`config.mk`:
```
export PLATFORM = sky130hd
export DESIGN_NAME = load_store_sequencer
export DESIGN_NICKNAME = d
export VERILOG_FILES = /design/src/rtl/load_store_sequencer.sv
export SDC_FILE = /design/constraint.sdc
export NUM_CORES = 1
export LEC_CHECK = 0
export BUFFER_PORTS_ARGS = -buffer_cell sky130_fd_sc_hd__buf_2
export CORE_UTILIZATION = 49
export CTS_CLUSTER_DIAMETER = 200
export DETAILED_ROUTE_END_ITERATION = 10
export PLACE_DENSITY_LB_ADDON = 0.08
export SKIP_LAST_GASP = 1
export SYNTH_ARGS = -nofsm -noshare
export SYNTH_HDL_FRONTEND = slang
export SYNTH_SLANG_ARGS = --single-unit
export TNS_END_PERCENT = 5
```
`constraint.sdc`:
```
create_clock -name CLK -period 2.4 [get_ports CLK]
set_input_delay 0.12 -clock CLK [delete_from_list [all_inputs] [get_ports CLK]]
set_output_delay 0.12 -clock CLK [all_outputs]
set_load 0.1 [all_outputs]
```
`src/rtl/load_store_sequencer.sv`:
```
// ============================================================================
//  Module   : load_store_sequencer
//  Purpose  : Sequences one LOAD/STORE micro-op at a time into the BRAM fetch
//             datapath and raises PE write strobes aligned to BRAM latency.
//  Revision : 1.0 - initial release
// ============================================================================
`default_nettype none

module load_store_sequencer #(
  parameter int ADDR_W      = 4,
  parameter int BRAM_LAT    = 1,
  parameter int STORE_BEATS = 4
) (
  input  logic              CLK,
  input  logic              RSTN,
  input  logic              INS_VALID,
  output logic              INS_READY,
  input  logic              INS_STORE,
  input  logic [1:0]        INS_DIMEN,
  input  logic [ADDR_W-1:0] INS_ADDR,
  input  logic [1:0]        INS_PE_SEL,
  input  logic              INS_PE_SEL_2x2,
  input  logic              INS_PE_SEL_4,
  output logic [1:0]        DIMEN,
  output logic [ADDR_W-1:0] ADDRESS,
  output logic [1:0]        PE_SEL,
  output logic              PE_SEL_2x2,
  output logic              PE_SEL_4,
  output logic              ADDR_RST,
  output logic              ADDR_START,
  output logic              WRADDR_START,
  input  logic              STORE_DONE,
  output logic              PE_WE,
  output logic [3:0]        PE_WR_IDX,
  output logic              BUSY,
  output logic              DONE,
  output logic              ERR
);

  typedef enum logic [2:0] {
    S_IDLE  = 3'd0,
    S_CLR   = 3'd1,
    S_LOAD  = 3'd2,
    S_STORE = 3'd3,
    S_FIN   = 3'd4
  } state_t;

  localparam logic [4:0] c_store_last = 5'(STORE_BEATS - 1);

  state_t     r_state;
  logic [4:0] r_cnt;
  logic       r_store;
  logic [4:0] w_beats;

  // The 5-bit counter is needed because a DIMEN=3 load runs to count 16.
  assign w_beats = 5'd2 << DIMEN;

  always_ff @(posedge CLK) begin
    if (RSTN) begin
      r_state      <= S_IDLE;
      r_cnt        <= 5'd0;
      r_store      <= 1'b0;
      INS_READY    <= 1'b1;
      DIMEN        <= 2'd0;
      ADDRESS      <= '0;
      PE_SEL       <= 2'd0;
      PE_SEL_2x2   <= 1'b0;
      PE_SEL_4     <= 1'b0;
      ADDR_RST     <= 1'b1;
      ADDR_START   <= 1'b0;
      WRADDR_START <= 1'b0;
      PE_WE        <= 1'b0;
      PE_WR_IDX    <= 4'd0;
      BUSY         <= 1'b0;
      DONE         <= 1'b0;
      ERR          <= 1'b0;
    end else begin
      case (r_state)
        S_IDLE: begin
          if (INS_VALID && INS_READY) begin
            r_store    <= INS_STORE;
            DIMEN      <= INS_DIMEN;
            ADDRESS    <= INS_ADDR;
            PE_SEL     <= INS_PE_SEL;
            PE_SEL_2x2 <= INS_PE_SEL_2x2;
            PE_SEL_4   <= INS_PE_SEL_4;
            INS_READY  <= 1'b0;
            BUSY       <= 1'b1;
            ADDR_RST   <= 1'b1;
            r_state    <= S_CLR;
          end
        end

        S_CLR: begin
          r_cnt    <= 5'd0;
          ADDR_RST <= 1'b0;
          if (r_store) begin
            WRADDR_START <= 1'b1;
            r_state      <= S_STORE;
          end else begin
            ADDR_START <= 1'b1;
            r_state    <= S_LOAD;
          end
        end

        S_LOAD: begin
          if (r_cnt == w_beats) begin
            ADDR_START <= 1'b0;
            PE_WE      <= 1'b0;
            ADDR_RST   <= 1'b1;
            DONE       <= 1'b1;
            r_state    <= S_FIN;
          end else begin
            // Data for offset c lands one cycle later, tagged with index c.
            r_cnt     <= r_cnt + 5'd1;
            PE_WE     <= 1'b1;
            PE_WR_IDX <= r_cnt[3:0];
          end
        end

        S_STORE: begin
          if ((r_cnt == c_store_last) != STORE_DONE)
            ERR <= 1'b1;
          if (r_cnt == c_store_last) begin
            WRADDR_START <= 1'b0;
            ADDR_RST     <= 1'b1;
            DONE         <= 1'b1;
            r_state      <= S_FIN;
          end else begin
            r_cnt <= r_cnt + 5'd1;
          end
        end

        S_FIN: begin
          DONE      <= 1'b0;
          BUSY      <= 1'b0;
          INS_READY <= 1'b1;
          PE_WR_IDX <= 4'd0;
          r_state   <= S_IDLE;
        end

        default: begin
          r_state      <= S_IDLE;
          INS_READY    <= 1'b1;
          ADDR_RST     <= 1'b1;
          ADDR_START   <= 1'b0;
          WRADDR_START <= 1'b0;
          PE_WE        <= 1'b0;
          BUSY         <= 1'b0;
          DONE         <= 1'b0;
        end
      endcase
    end
  end

  a_bram_lat: assert property (@(posedge CLK) BRAM_LAT == 1)
    else $error("load_store_sequencer supports BRAM_LAT == 1 only");

  a_no_overlap: assert property (@(posedge CLK)
    !(ADDR_RST && (ADDR_START || WRADDR_START)))
    else $error("ADDR_RST overlaps a start strobe");

endmodule

`default_nettype wire

```
; ---- After elaboration in Yosys (flattened, before gate mapping)
; Cells that the tools add are included.
[op_classes]
bitwise_logic = 5
add_sub_neg = 1
shift = 1
n_reduce_logical = 19
eq_ne = 14
muxes = 26
[ops]
columns = cell, n
row1 = 5-bit case mux with 3 select lines, 1
row2 = 3-bit AND reduction, 5
row3 = 2-bit inequality test (second input constant), 7
row4 = 3-bit case mux with 4 select lines, 1
row5 = 1-bit 2-to-1 mux, 10
row6 = 5-bit 2-to-1 mux, 2
row7 = 3-bit 2-to-1 mux, 3
row8 = 1-bit case mux with 3 select lines, 3
row9 = 3-bit OR reduction, 3
row10 = 4-bit case mux with 2 select lines, 1
row11 = 2-bit AND reduction, 4
row12 = 3-bit by 2-bit == test with 1-bit output (second input constant), 2
row13 = 1-bit case mux with 2 select lines, 3
row14 = 5-bit by 1-bit adder with 5-bit output (second input constant), 1
row15 = 5-bit by 2-bit == test with 1-bit output (second input constant), 1
row16 = 5-bit == test, 1
row17 = 1-bit NOT, 5
row18 = 1-bit case mux with 5 select lines, 1
row19 = 2-bit by 2-bit << shifter with 5-bit output (first input constant), 1
row20 = 4-bit 2-to-1 mux, 1
row21 = 4-bit AND reduction, 1
row22 = 4-bit OR reduction, 1
row23 = 3-bit by 1-bit == test with 1-bit output (second input constant), 1
row24 = 3-bit == test (second input constant), 1
row25 = 6 further kinds, 6
[totals]
ff_bits = 31
elab_cells = 83
in_bits = 15

; ---- Depth between registers and ports, before layout
; Gate-level depths: netlist of the first run.
[logic_depth]
depth_word = 4
mapped_depth = 7
mapped_depth_nobuf = 6

; ---- Worst setup path before layout of the first run
; OpenSTA, ideal clock, no wires.
[synth_timing]
kind = register -> register
start = register DIMEN[1]
end = register r_state[1]
arrival_time_ps = 2328
setup_slack_ps = -87
path_buffers = 0
synth_period_minus_slack_ps = 2487
stages_incl_launch_ff = 6
required_time_ps = 2240
cell_sequence = dfxtp_1 o31a_1 o311ai_4 or4_2 a21oi_1 a211oi_1
[synth_via]
elab_chain_len = 4
[synth_rtl]
columns = element, line_no
row1 = from (decl), 24  ; output logic [1:0] DIMEN,
row2 = from (signal assigned), 64  ; DIMEN <= 2'd0;
row3 = from (signal assigned), 82  ; DIMEN <= INS_DIMEN;
row4 = 2-bit by 2-bit << shifter with 5-bit output, 56  ; assign w_beats = 5'd2 << DIMEN;
row5 = 5-bit == test, 107  ; if (r_cnt == w_beats) begin
row6 = 2-bit inequality test (no line), n/a
row7 = 3-bit AND reduction (no line), n/a
row8 = to (signal assigned), 60  ; r_state <= S_IDLE;
row9 = to (signal assigned), 102  ; r_state <= S_LOAD;
row10 = to (signal assigned), 112  ; r_state <= S_FIN;
row11 = to (decl), 50  ; state_t r_state;
; No other way between the ends.
; A chain may end at the register's enable or synchronous reset.

; ---- Worst setup path after layout of the first run
[layout_timing]
start = register r_cnt[1]
end = register ADDR_RST
[layout_via]
elab_chain_len = 3
[layout_rtl]
columns = element, line_no
row1 = from (decl), 51  ; logic [4:0] r_cnt;
row2 = from (signal assigned), 115  ; r_cnt <= r_cnt + 5'd1;
row3 = from (signal assigned), 130  ; r_cnt <= r_cnt + 5'd1;
row4 = 5-bit by 2-bit == test with 1-bit output / 5-bit == test (equally long branches), "124, 107"
row5 = 2-bit inequality test (no line), n/a
row6 = 4-bit AND reduction (no line) (*), n/a
row7 = to (signal assigned), 110  ; ADDR_RST <= 1'b1;
row8 = to (signal assigned), 126  ; ADDR_RST <= 1'b1;
row9 = to (signal assigned), 145  ; ADDR_RST <= 1'b1;
row10 = to (decl), 29  ; output logic ADDR_RST,
; Mark *: on every way between the ends. The rest lies on a longest branch, timed or not.

==> summary.txt, run 1 <==
Placement
  • GPL Wtd Cong: 0.874
  • IO buf count: 36
  • Cell total after placement: 238
  • Post-DP HPWL: 2350 um

Critical path
  • CP delay by family, top: compound AO/OA/AOI/OAI gates
  • CP max stage delay: 490 ps
  • Worst r2r dst: ADDR_RST$_SDFFE_PP1P_
  • Reg2Reg Setup Slack: 250 ps
  • Crit path launch type: flip-flop
  • Crit-path slowest cell: o21bai_1
  • Endpoint class of the critical path: flip-flop
  • Crit-path max FO: 8
  • Arr. time, crit path: 2400 ps
  • FF-to-FF Start: r_cnt[1]$_SDFFE_PP0P_
  • Critical Path Source: r_cnt[1]$_SDFFE_PP0P_
  • Crit-path cells: ha_1, nor4b_4, a21boi_0, o21bai_1, nor3_1, o311ai_1
  • CP Class: flip-flop to flip-flop
  • Worst path required time: 2650 ps
  • CP bufs+invs: 0
  • R2R cell count: 6

Floorplanning
  • Chip width: 56.6 um
  • Site row count: 19
  • Core area: 2780 um2
  • Die Y: 56.6 um
  • Initial core utilization: 0.525
  • Area of the die: 3200 um2
  • Io pins: 37

CTS
  • Sinks on Clock Net: 31
  • Worst skew pair latency: 330 ps
  • Root buffer cell: clkbuf_4
  • Reg clk slew, reported paths: 100 ps
  • Htree depth: 2
  • Post-CTS Resized: 0
  • CTS tree: yes
  • Max Buffers Root-to-Sink: 2
  • Number of buffers created by CTS: 5

Global route
  • Vias in the first global route: 1226
  • Total GRT Usage: 0.225
  • Largest net degree at the start of global routing: 23
  • First-pass GRT wire length: 5520 um
  • Grt ovf: 0
  • Initial antenna violation count: 0

Power
  • Switching share of power: 0.534
  • Max IR drop VDD: 0.000935 V
  • Clock power frac: 0.135
  • Comb power frac: 0.529
  • Switch Pwr: 1.13 mW
  • Cell leakage power: 0.732 nW
  • P per Cell Area: 1220 nW/um2
  • Overall power: 2.12 mW
  • Internal Pwr Total: 0.986 mW
  • Sequential share of power: 0.336

STA
  • Final setup fails: 0
  • Crit path time final: 2150 ps
  • Fin Clk Skew: 7.07 ps
  • Post-route setup TNS: 0 ps
  • Final Cycle Share: 0.897
  • Hold Fails Final Rpt: 0
  • Max Clk Rate: 0.465 GHz
  • RSZ-0062 raised after global routing: no
  • Slew Limit Fails: 0
  • Worst rel slew slack: 0.654
  • Final hold slack: 16.5 ps
  • Worst slew pin tran: 518 ps

Synthesis
  • Synth warn: 0
  • Post-synthesis register bit count: 31
  • Sequential share of the synthesized area: 0.425
  • Synth Net Count: 193
  • Cell Area, Synth: 1460 um2
  • Syn_area_per_cell: 8.24 um2
  • Yosys cell types: 38
  • Post-Syn Instances: 177

Finish
  • Final non-filler cell total: 247
  • Layout area overhead: 18.6%
  • Fraction of layout cells with a size suffix above 1: 0.269
  • Number of fill cells: 251
  • Commonest non-fill, non-tap cells in the layout: nand2_1 (36), buf_2 (36), dfxtp_1 (29)
  • Final #Nets: 231
  • Antenna diodes: 0

Job
  • MaxCap Viol Count: 0

Outcome
  • Outcome: completed

Routing
  • # DRC: 0
  • Detail Route Antenna Nets: 0
  • First-iteration detailed-routing DRC count: 48
  • Via count: 1348
  • Drt first pass iters: 4
  • Detail-routed net length per standard cell: 13.1 um
  • WL final: 3250 um
  • Vias/cell: 5.46

Worst hold path
  • HP Class: input port to flip-flop
  • Hold path start: INS_ADDR[3]
  • Hold path depth: 3
  • Worst Hold End: ADDRESS[3]$_SDFFE_PP0P_
power by group through the flow:
stage / clock (mW) / combinational (mW) / sequential (mW)
floorplan: 0 / 0.414 / 1.20
global placement: 0 / 1.11 / 0.715
detailed placement: 0 / 1.12 / 0.719
CTS: 0.299 / 1.12 / 0.709
global route: 0.322 / 1.20 / 0.728
finish: 0.286 / 1.12 / 0.710
through the flow:
stage | area (um2) | util | setup WS [ps]
finish | 1730 | 0.622 | 247
global route | 1730 | 0.622 | 17.2
CTS | 1720 | 0.619 | 207
detailed placement | 1670 | 0.600 | 238
global placement | 1670 | 0.600 | 327
floorplan | 1460 | - | 270
worst max-delay path by stage:
stage,end,slack [ps],cells past startpoint
5_1_grt,ADDR_RST$_SDFFE_PP1P_,20,6
2_1_floorplan,r_state[1]$_SDFFE_PP0P_,270,5
4_1_cts,ADDR_RST$_SDFFE_PP1P_,210,6
6_report,ADDR_RST$_SDFFE_PP1P_,250,6
3_5_place_dp,ADDR_RST$_SDFFE_PP1P_,240,6
3_3_place_gp,ADDR_RST$_SDFFE_PP1P_,330,6
area by class of cell:
cell class              count  area (um2)  area share
multi-input cells         131         773       0.447
flip-flops and latches     31         623       0.360
repair buffers             42         228       0.132
well taps                  31        38.8      0.0224
clock buffers               5        37.5      0.0217
clock inverters             3        15.0     0.00868
inverters                   4        15.0     0.00868
cell families after synthesis:
kind of cell / Yosys count / synth area share
muxes: 6 / 0.0412
xor gates and xnor gates: 1 / 0.00600
and+or+nand+nor: 75 / 0.256
DFF: 31 / 0.425
adders and majority gates: 1 / 0.00857
AOI/OAI and AO/OA: 48 / 0.214
buffers and inverters: 15 / 0.0489
tightest hold or removal path, stage by stage:
cell,delay (ps)
buf_2,90
nand2_1,40
a21oi_1,50
cells in the mapped netlist:
library cell | number | area share
a2111oi_0 | 2 | 0.012
a211oi_1 | 1 | 0.0051
a21boi_0 | 2 | 0.010
a21boi_1 | 1 | 0.0051
a21oi_1 | 23 | 0.079
a31oi_1 | 4 | 0.017
and3_1 | 1 | 0.0043
buf_6 | 2 | 0.015
clkbuf_1 | 9 | 0.023
dfxtp_1 | 31 | 0.43
ha_1 | 1 | 0.0086
inv_1 | 4 | 0.010
mux2i_1 | 6 | 0.041
nand2_1 | 36 | 0.093
nand2b_1 | 5 | 0.021
nand3_1 | 2 | 0.0069
nand3b_1 | 2 | 0.010
nor2_1 | 13 | 0.033
nor2b_1 | 4 | 0.017
nor3_1 | 3 | 0.010
nor3b_1 | 1 | 0.0051
nor4_1 | 1 | 0.0043
nor4_2 | 1 | 0.0086
nor4b_4 | 1 | 0.016
o211ai_1 | 1 | 0.0051
o21a_1 | 2 | 0.010
o21ai_0 | 6 | 0.021
o21bai_1 | 1 | 0.0051
o311ai_1 | 1 | 0.0060
o311ai_4 | 1 | 0.018
o31a_1 | 1 | 0.0060
o31ai_1 | 1 | 0.0051
o31ai_2 | 1 | 0.0086
or3_1 | 2 | 0.0086
or3b_2 | 1 | 0.0060
or4_1 | 1 | 0.0051
or4_2 | 1 | 0.0060
xor2_1 | 1 | 0.0060
layer usage:
metal / vias to the layer above / part of all wire / GRT usage
li1: 692 / - / -
met1: 603 / 0.47 / 0.291
met2: 47 / 0.45 / 0.346
met3: 6 / 0.067 / 0.0829
met4: 0 / 0.014 / 0.0732
met5: - / 0 / 0
flip-flops by register name, summed over array words and instances (netlist names):
| signal | count |
|---|---|
| r_store | 1 |
| ADDR_START | 1 |
| PE_SEL_4 | 1 |
| ERR | 1 |
| WRADDR_START | 1 |
| PE_WE | 1 |
| INS_READY | 1 |
| DIMEN | 2 |
| ADDR_RST | 1 |
| DONE | 1 |
| BUSY | 1 |
| PE_SEL_2x2 | 1 |
| r_cnt | 5 |
| r_state | 3 |
| PE_SEL | 2 |
| ADDRESS | 4 |
| PE_WR_IDX | 4 |
what timing repair did:
item,4_1_cts,5_1_grt
hold buffers,0,1
endpoints found under the hold margin,0,1
setup buffers,0,0
setup endpoints to repair,0,1
No activity file was read; power rests on OpenSTA's default activity.
==> run 2, diff against run 1 <==
--- a/config.mk
+++ b/config.mk
@@ -5,10 +5,10 @@
 export SDC_FILE = /design/constraint.sdc
 export NUM_CORES = 1
 export LEC_CHECK = 0
-export BUFFER_PORTS_ARGS = -buffer_cell sky130_fd_sc_hd__buf_2
 export CORE_UTILIZATION = 49
 export CTS_CLUSTER_DIAMETER = 200
 export DETAILED_ROUTE_END_ITERATION = 10
+export DONT_BUFFER_PORTS = 1
 export PLACE_DENSITY_LB_ADDON = 0.08
 export SKIP_LAST_GASP = 1
 export SYNTH_ARGS = -nofsm -noshare
==> run 2 against run 1 <==
Utilization is 4.0 points higher. Highest routed layer unchanged. Global-route usage is 0.89 points higher. Total power is 4.7% higher. Maximum frequency is 0.36% lower. Final area is 6.4% higher. Final cell count is 1.2% lower.
==> summary.txt, run 2 (synthesis gave the netlist of run 1 again) <==
Finish
  • Layout area overhead: 26.2% (was 18.6%)
  • Fraction of layout cells with a size suffix above 1: 0.211 (was 0.269)
  • Largest Register: r_cnt (unchanged)
  • Commonest non-fill, non-tap cells in the layout: nand2_1 (36), dfxtp_1 (29), buf_4 (28) (was nand2_1 (36), buf_2 (36), dfxtp_1 (29))
  • Largest register FFs: 5 (unchanged)
  • Final Util: 0.662 (was 0.622)
  • Final non-filler cell total: 244 (was 247)
  • Final #Nets: 229 (was 231)
  • Commonest non-fill, non-tap cell in the layout: nand2_1
  • Antenna diodes: 0 (unchanged)
  • Top Registers: r_cnt: 5 flops, ADDRESS: 4 flops, PE_WR_IDX: 4 flops (unchanged)
  • Finished Cell Area: 1840 um2 (was 1730 um2)
  • Number of fill cells: 233 (was 251)

Routing
  • Drt first pass iters: 4 (unchanged)
  • WL final: 3500 um (was 3250 um)
  • Vias/cell: 5.62 (was 5.46)
  • # DRC: 0 (unchanged)
  • Detail-routed net length per standard cell: 14.3 um (was 13.1 um)
  • Via count: 1372 (was 1348)
  • Detail Route Antenna Nets: 0 (unchanged)
  • First-iteration detailed-routing DRC count: 36 (was 48)

Critical path
  • Worst r2r dst: r_cnt[4]$_SDFFE_PP0P_ (was ADDR_RST$_SDFFE_PP1P_)
  • CP Class: flip-flop to flip-flop (unchanged)
  • R2R cell count: 7 (was 6)
  • Arr. time, crit path: 2430 ps (was 2400 ps)
  • CP max stage delay: 490 ps (about the same)
  • CP bufs+invs: 1 (was 0)
  • Reg2Reg Setup Slack: 240 ps (was 250 ps)
  • Crit-path cells: ha_1, nor4b_4, a21boi_0, nor4_2, buf_4, or4_1, a21boi_1 (was ha_1, nor4b_4, a21boi_0, o21bai_1, nor3_1, o311ai_1)
  • Crit-path slowest cell: or4_1 (was o21bai_1)
  • Worst path required time: 2670 ps (was 2650 ps)
  • Crit path launch type: flip-flop (unchanged)
  • Crit-path max FO: 6 (was 8)
  • Endpoint class of the critical path: flip-flop (unchanged)
  • CP delay by family, top: simple AND/OR/NAND/NOR gates (was compound AO/OA/AOI/OAI gates)
  • FF-to-FF Start: r_cnt[1]$_SDFFE_PP0P_ (unchanged)

Power
  • P per Cell Area: 1200 nW/um2 (was 1220 nW/um2)
  • Max IR drop VDD: 0.000913 V (was 0.000935 V)
  • Overall power: 2.22 mW (was 2.12 mW)
  • Cell leakage power: 0.735 nW (was 0.732 nW)

STA
  • Worst slew pin tran: 756 ps (was 518 ps)
  • Final Cycle Share: 0.900 (was 0.897)
  • Post-route setup TNS: 0 ps (unchanged)
  • Final setup fails: 0 (unchanged)
  • Max Clk Rate: 0.463 GHz (was 0.465 GHz)
  • Slew Limit Fails: 0 (unchanged)
  • Hold Fails Final Rpt: 0 (unchanged)
  • Crit path time final: 2160 ps (was 2150 ps)
  • Worst rel slew slack: 0.494 (was 0.654)
  • RSZ-0062 raised after global routing: no (unchanged)
  • Fin Clk Skew: 12.4 ps (was 7.07 ps)

Placement
  • Cell total after placement: 224 (was 238)
  • IO buf count: 0 (was 36)
  • Cell Area, Placed: 1650 um2 (was 1670 um2)
  • GPL Wtd Cong: 0.847 (was 0.874)
  • Post-DP HPWL: 2290 um (was 2350 um)

Worst hold path
  • Worst Hold End: r_cnt[3]$_SDFFE_PP0P_ (was ADDRESS[3]$_SDFFE_PP0P_)
  • HP Class: input port to flip-flop (unchanged)
  • Hold path start: RSTN (was INS_ADDR[3])
  • Hold path depth: 3 (unchanged)

Outcome
  • Outcome: completed (unchanged)

Global route
  • Vias in the first global route: 1284 (was 1226)
  • Total GRT Usage: 0.234 (was 0.225)
  • Grt ovf: 0 (unchanged)
  • First-pass GRT wire length: 5750 um (was 5520 um)
  • Initial antenna violation count: 0 (unchanged)
  • Largest net degree at the start of global routing: 22 (was 23)

CTS
  • Worst skew pair latency: 330 ps (about the same)
  • CTS tree: yes (unchanged)
  • Max Buffers Root-to-Sink: 2 (unchanged)
  • Sinks on Clock Net: 31 (unchanged)
  • Number of buffers created by CTS: 5 (unchanged)
  • Reg clk slew, reported paths: 100 ps (about the same)
  • Root buffer cell: clkbuf_4 (unchanged)
  • Htree depth: 2 (unchanged)

Floorplanning
  • Area of the die: 3200 um2 (unchanged)
  • Site row count: 19 (unchanged)
  • Chip width: 56.6 um (unchanged)
  • Io pins: 37 (unchanged)
  • Initial core utilization: 0.525 (unchanged)
  • Core area: 2780 um2 (unchanged)
  • Die Y: 56.6 um (unchanged)

Job
  • MaxCap Viol Count: 0 (unchanged)
[run 2: cell count changes in the layout (fill, tap and decap cells not counted), sizes merged]
cell	previous run	this run
buf	41	28
clkinv	3	1
dlygate4sd3	1	12
clkbuf	5	6
[run 2: metal layers]
metal  GRT usage  part of all wire
met1       0.295              0.44
met2       0.376              0.49
met3      0.0783             0.062
met4      0.0732            0.0094
met5           0                 0
[run 2: how the worst max path moves through the flow]
stage,slack [ps],cells after the start,to,from
2_1_floorplan,270,5,r_state[1]$_SDFFE_PP0P_,DIMEN[1]$_SDFFE_PP0P_
3_5_place_dp,240,6,ADDR_RST$_SDFFE_PP1P_,r_cnt[1]$_SDFFE_PP0P_
3_3_place_gp,330,6,ADDR_RST$_SDFFE_PP1P_,r_cnt[1]$_SDFFE_PP0P_
6_report,240,7,r_cnt[4]$_SDFFE_PP0P_,r_cnt[1]$_SDFFE_PP0P_
4_1_cts,200,6,ADDR_RST$_SDFFE_PP1P_,r_cnt[1]$_SDFFE_PP0P_
5_1_grt,40,7,ADDR_RST$_SDFFE_PP1P_,r_cnt[1]$_SDFFE_PP0P_
[run 2: cell type report]
cell class | instances | area [um2] | area share
multi-input combinational | 131 | 777 | 0.422
sequential | 31 | 623 | 0.339
timing repair buffer | 40 | 330 | 0.179
clock buffer | 6 | 51.3 | 0.0279
tap | 31 | 38.8 | 0.0211
inverter | 4 | 15.0 | 0.00816
clock inverter | 1 | 5.00 | 0.00272
[run 2: timing repair]
item                                    4_1_cts  5_1_grt
hold endpoints to repair                     22        0
hold buffers                                 12        0
resized for setup                             0        1
buffers inserted                              0        1
endpoints found under the setup margin        0        3
[run 2: worst register-to-register path: stages, from the launching register on]
cell and delay (ps):
dfxtp_1 380, ha_1 250, nor4b_4 160, a21boi_0 380, nor4_2 90, buf_4 170
or4_1 490, a21boi_1 170
[run 2: through the flow]
stage	hold WS, ps	setup WS, ps
finish	30.7	239
global route	32.7	37.5
CTS	20.3	202
detailed placement	189	242
global placement	187	332
floorplan	249	270
[run 2: power by group]
group | internal [mW] | switching [mW] | leakage [nW]
combinational | 0.320 | 0.898 | 0.447
clock | 0.136 | 0.176 | 0.0341
sequential | 0.615 | 0.0729 | 0.254
